===== src/rtl/param_register_file.sv =====
// param_register_file: parametrised general-purpose register file.
// Two combinational read ports and one synchronous write port. Clear-all runs
// as a one-entry-per-cycle sweep and raises Busy while it is in progress.
// Optional build macro: REGFILE_BYPASS_EN enables write-to-read forwarding.
module param_register_file #(
   parameter int DATA_WIDTH = 32,
   parameter int ADDR_WIDTH = 5,
   parameter int ZERO_REG   = 1
) (
   input  logic                  Clock,
   input  logic                  ResetN,
   input  logic [ADDR_WIDTH-1:0] ReadReg1Address,
   input  logic [ADDR_WIDTH-1:0] ReadReg2Address,
   input  logic [ADDR_WIDTH-1:0] WriteRegAddress,
   input  logic [DATA_WIDTH-1:0] DataOfWrite,
   input  logic                  WriteControl,
   input  logic                  CleanAllControl,
   output logic [DATA_WIDTH-1:0] ReadData1,
   output logic [DATA_WIDTH-1:0] ReadData2,
   output logic                  Busy,
   output logic                  WriteDropped
);

   localparam int DEPTH = 2 ** ADDR_WIDTH;
   // Entry 0 is skipped by the sweep when it is hardwired to zero.
   localparam logic [ADDR_WIDTH-1:0] FIRST_IDX = (ZERO_REG != 0) ? ADDR_WIDTH'(1) : '0;
   localparam logic [ADDR_WIDTH-1:0] LAST_IDX  = ADDR_WIDTH'(DEPTH - 1);

   typedef enum logic {
      IDLE  = 1'b0,
      CLEAR = 1'b1
   } stateT;

   stateT                  state;
   stateT                  nextState;
   logic [ADDR_WIDTH-1:0]  clearIdx;
   logic [DATA_WIDTH-1:0]  regArray [DEPTH];
   logic                   busyReg;
   logic                   droppedReg;
   logic                   writeCommit;

   // True when the address names the hardwired-zero entry.
   function automatic logic isZeroEntry(input logic [ADDR_WIDTH-1:0] addr);
      return (ZERO_REG != 0) && (addr == '0);
   endfunction

   // Writes only land while idle; entry 0 writes vanish silently when hardwired.
   assign writeCommit = WriteControl && (state == IDLE) && !isZeroEntry(WriteRegAddress);

   // State register; reset aborts any sweep in progress.
   always_ff @(posedge Clock or negedge ResetN) begin
      if (!ResetN) begin
         state <= IDLE;
      end else begin
         state <= nextState;
      end
   end

   // Next-state: start on a clear request, finish on the edge that clears the last entry.
   always_comb begin
      nextState = state;
      case (state)
         IDLE:    if (CleanAllControl) nextState = CLEAR;
         CLEAR:   if (clearIdx == LAST_IDX) nextState = IDLE;
         default: nextState = IDLE;
      endcase
   end

   // Sweep index: loads the first clearable entry on entry to CLEAR, then advances.
   always_ff @(posedge Clock or negedge ResetN) begin
      if (!ResetN) begin
         clearIdx <= FIRST_IDX;
      end else if (state == IDLE) begin
         clearIdx <= FIRST_IDX;
      end else if (clearIdx != LAST_IDX) begin
         clearIdx <= clearIdx + ADDR_WIDTH'(1);
      end else begin
         clearIdx <= FIRST_IDX;
      end
   end

   // Busy and the dropped-write pulse are both registered status flags.
   always_ff @(posedge Clock or negedge ResetN) begin
      if (!ResetN) begin
         busyReg    <= 1'b0;
         droppedReg <= 1'b0;
      end else begin
         busyReg    <= (nextState == CLEAR);
         droppedReg <= WriteControl && (state == CLEAR);
      end
   end

   assign Busy         = busyReg;
   assign WriteDropped = droppedReg;

   // Storage: normal writes while idle, one entry zeroed per cycle while clearing.
   always_ff @(posedge Clock or negedge ResetN) begin
      if (!ResetN) begin
         for (int i = 0; i < DEPTH; i++) begin
            regArray[i] <= '0;
         end
      end else if (state == CLEAR) begin
         regArray[clearIdx] <= '0;
      end else if (writeCommit) begin
         regArray[WriteRegAddress] <= DataOfWrite;
      end
   end

`ifdef REGFILE_BYPASS_EN
   logic fwd1;
   logic fwd2;

   // A write that will commit this edge is forwarded straight to a matching read port.
   assign fwd1 = WriteControl && !busyReg && (ReadReg1Address == WriteRegAddress)
                 && !isZeroEntry(ReadReg1Address);
   assign fwd2 = WriteControl && !busyReg && (ReadReg2Address == WriteRegAddress)
                 && !isZeroEntry(ReadReg2Address);

   // Read ports with forwarding of the in-flight write.
   always_comb begin
      ReadData1 = isZeroEntry(ReadReg1Address) ? '0 : regArray[ReadReg1Address];
      ReadData2 = isZeroEntry(ReadReg2Address) ? '0 : regArray[ReadReg2Address];
      if (fwd1) ReadData1 = DataOfWrite;
      if (fwd2) ReadData2 = DataOfWrite;
   end
`else
   // Read ports show committed array contents only.
   always_comb begin
      ReadData1 = isZeroEntry(ReadReg1Address) ? '0 : regArray[ReadReg1Address];
      ReadData2 = isZeroEntry(ReadReg2Address) ? '0 : regArray[ReadReg2Address];
   end
`endif

endmodule

===== config.mk =====
export PLATFORM = sky130hd
export DESIGN_NAME = param_register_file
export DESIGN_NICKNAME = d
export VERILOG_FILES = /design/src/rtl/param_register_file.sv
export SDC_FILE = /design/constraint.sdc
export NUM_CORES = 2
export LEC_CHECK = 0
export CORE_ASPECT_RATIO = 0.8
export CORE_MARGIN = 2
export CORE_UTILIZATION = 40
export DETAILED_ROUTE_END_ITERATION = 8
export PLACE_DENSITY_LB_ADDON = 0.3
export SYNTH_ARGS = -nofsm -noshare
export SYNTH_HDL_FRONTEND = slang
export SYNTH_SLANG_ARGS = --single-unit

===== constraint.sdc =====
create_clock -name Clock -period 4.6 [get_ports Clock]
set_clock_uncertainty 0.2 [all_clocks]
set_input_delay 1.38 -clock Clock [delete_from_list [all_inputs] [get_ports Clock]]
set_output_delay 1.38 -clock Clock [all_outputs]
set_load 0.03 [all_outputs]

==> results.tsv <==
stage	metric	value	unit
setup_path	CP max stage delay	0.42	ns
clocking	Worst-Skew Late Latency	0.70	ns
grt	largest net degree at the start of global routing	112	
logic_synthesis	post-synthesis mux area share	22.90	%
routing	Final ANT Viol Nets	0	
logic_synthesis	EDFF count, synth	0	
logic_synthesis	Mapped Area	0.05281	sq mm
timing	worst slew margin relative to its limit	10.06	%
grt	vias in the first global route	43370	
final_layout	commonest non-fill, non-tap cell in the layout	dfrtp_1	
timing	worst-margin pin slew	1.346	ns
status	status	finished with violations	
final_layout	synth-to-layout area growth	33.06	%
logic_synthesis	xor and xnor area share after synthesis	0.03317	%
logic_synthesis	Synth Instances	3788	
floorplan	Top Ports	117	
timing	setup TNS	-12.44	ns
setup_path	delay-heaviest family, CP	buffers and inverters	
logic_synthesis	Post-Synth Adder-Cell Area	0.1185	%
setup_path	crit-path cells	buf_16 > buf_12 > buf_6 > nor2_4 > a221oi_1 > o21ai_0 > buf_4 > a311oi_2 > buf_4 > buf_12	
setup_path	Worst EP arrival	3.32	ns
logic_synthesis	Synth Register Bits	1031	
timing	f_max	0.2039	GHz
timing	post-layout min period	4.905	ns
grt	first-pass GRT wire length	324.8	mm
final_layout	share of cells above drive strength 1	43.34	%
clocking	CTS tree	yes	
final_layout	# nets final	4335	
logic_synthesis	syn avg cell area	13.94	sq um
logic_synthesis	Synthesized Nets	3844	
setup_path	slowest cell on the critical path	a221oi_1	
logic_synthesis	post-synth top area cell	dfrtp_1	
logic_synthesis	Synth Area in Compound Gates	21.76	%
worst_hold_path	Hold WC Path Type	register to register	
power_and_ir_drop	Final Power	24.02	mW
place	DP HPWL	137.3	mm
clocking	clock sink count	1031	
routing	vias	43980	
setup_path	CP endpoint kind	output pin	
setup_path	Setup CP Type	primary input to output pin	
logic_synthesis	sequential element share of the synthesized area	48.86	%
status	failing checks	negative setup slack	
floorplan	die height	329.0	microns
logic_synthesis	Post-synth top flop	dfrtp_1	
clocking	clock-pin slew of the registers on the worst-case setup and hold paths	0.06	ns
timing	# setup viols final	64	
clocking	cts bufs inserted	113	
timing	max-slew violations	0	
logic_synthesis	async set or reset register ratio after synthesis	100.0	%
timing	Final Hold Vio Count	0	
power_and_ir_drop	peak supply drop	0.3408	mV
place	# port buffers	116	
routing	drt drc	0	
floorplan	die area	0.1350	sq mm
routing	vias per inst	7.179	
final_layout	final core area utilization	53.51	%
routing	final wirelength	225.6	mm
floorplan	CORE AREA	0.1313	sq mm
power_and_ir_drop	Pleak	30.70	nW
place	GP Congestion	0.9501	
timing	Worst Hold Margin	0.3144	ns
grt	Tot GR Track Use	33.15	%
clocking	root buf cell	clkbuf_16	
routing	Pre-antenna DRT Iters	6	
setup_path	Worst Path Max Fanout	11	
clocking	CTS HTree Levels	3	
floorplan	Initial Util	40.21	%
setup_path	startpoint class of the critical path	primary input	
logic_synthesis	simple-gate share of the synthesized area	2.338	%
grt	antenna violations before repair	4	
floorplan	row count	119	
timing	Setup WS post-layout	-0.3046	ns
logic_synthesis	largest family of logic cells by synthesized area	multiplexers	
timing	RSZ-0062 raised after global routing	true	
run	Max Cap Viol	0	
power_and_ir_drop	power density cells	341.8	mW/mm^2
logic_synthesis	Syn. warnings	0	
final_layout	most frequent cells in the layout	1030 x dfrtp_1, 992 x a22o_1, 490 x buf_4	
setup_path	critical path required time	3.02	ns
clocking	CTS max path bufs	3	
timing	Period Utilization, post-route	106.6	%
logic_synthesis	Synth cell types	43	
logic_synthesis	largest cells by area after synthesis	dfrtp_1 49%, mux4_2 19%, a22o_1 16%, clkbuf_1 2.4%, mux2i_1 2.4%	
setup_path	CP Buf/Inv Count	6	
floorplan	Die W	410.2	microns
logic_synthesis	Synth top area share	48.81	%
routing	routed length per instance	36.83	microns
grt	GR Overflow Total	0	
routing	Iteration-0 DRC Markers	7185	
[path summary, 6_finish.rpt]
path / start / end / slack [ns] / depth (start not counted)
setup / recovery: ReadReg2Address[1] / ReadData2[3] / -0.30 / 10
hold / removal: regArray[116]$_DFFE_PN0P_ / regArray[116]$_DFFE_PN0P_ / 0.31 / 1
setup reg to reg: clearIdx[0]$_DFF_PN1_ / regArray[245]$_DFFE_PN0P_ / 1.34 / 6
hold reg to reg: regArray[116]$_DFFE_PN0P_ / regArray[116]$_DFFE_PN0P_ / 0.31 / 1
max in group asynchronous: ResetN / regArray[71]$_DFFE_PN0P_ / 2.59 / 2
min in group asynchronous: ResetN / regArray[952]$_DFFE_PN0P_ / 0.47 / 1
[flip-flops by register name, indices dropped and copies added (netlist names)]
register and count:
regArray 1024, clearIdx 5, Busy 1, WriteDropped 1
[area by class of cell]
| class | instances | area, sq um |
|---|---|---|
| diodes | 4 | 10.01 |
| flip-flops and latches | 1031 | 25800 |
| inverters | 6 | 28.78 |
| repair buffers | 874 | 10510 |
| well taps | 1754 | 2195 |
| fillers | 10580 | 61050 |
| clock inverters | 32 | 339.1 |
| clock buffers | 172 | 3401 |
| multi-input cells | 2253 | 27990 |
[cell families after synthesis]
family	count (synthesis)
flip-flops	1031
buffers and inverters	505
XOR/XNOR	2
AO/OA/AOI/OAI	1392
multiplexers	640
adder cells (fa/ha/maj)	5
AND/OR/NAND/NOR	213
[routing by layer]
| metal | track usage, % | wire (microns) | up-vias |
|---|---|---|---|
| met4 | 12.72 | 10530 | 0 |
| met2 | 47.07 | 95750 | 3799 |
| met3 | 12.69 | 33520 | 686 |
| met1 | 45.96 | 85820 | 23000 |
| li1 | - | - | 16500 |
| met5 | 0 | 0 | - |
[Yosys cell counts, drive strengths merged, types with 2 or more instances]
master / n
a211oi: 64
a21oi: 31
a221oi: 48
a22o: 992
a22oi: 64
a311oi: 64
and2: 40
and3: 2
and3b: 2
buf: 155
clkbuf: 344
dfrtp: 1030
ha: 5
inv: 6
mux2: 64
mux2i: 128
mux4: 448
nand2: 34
nand2b: 3
nand4b: 3
nand4bb: 3
nor2: 39
nor2b: 68
nor3: 4
nor3b: 3
o2111ai: 16
o21ai: 113
or2: 3
or3b: 2
or4: 2
[per-stage QoR]
step / cell area, sq um / worst slack, ns / cells
floorplan: 53540 / -0.1038 / 3788
detailed placement: 62330 / -0.9489 / 5800
global placement: 62330 / -0.9689 / 5800
finish: 70270 / -0.3046 / 6126
CTS: 69570 / -0.2649 / 6108
global route: 70270 / -0.3167 / 6126
[timing repair]
action / CTS / global route
gates resized for setup: 524 / 131
hold buffers: 0 / 0
setup buffers: 82 / 33
gates cloned: 33 / 4
pin swaps: 74 / 81
endpoints found under the setup margin: 64 / 64
[worst register-to-register path: stages (launching register included)]
cell and delay, ns:
dfstp_2 0.56, inv_1 0.07, ha_1 0.19, and2_1 0.44, a21oi_4 1.09, buf_4 0.46, a22o_1 0.20
[where the power goes]
part / internal (mW) / switching, mW
Sequential: 9.48 / 0.385
Combinational: 2.05 / 2.81
Clock: 5.39 / 3.91
No activity file was read; power rests on OpenSTA's default activity.
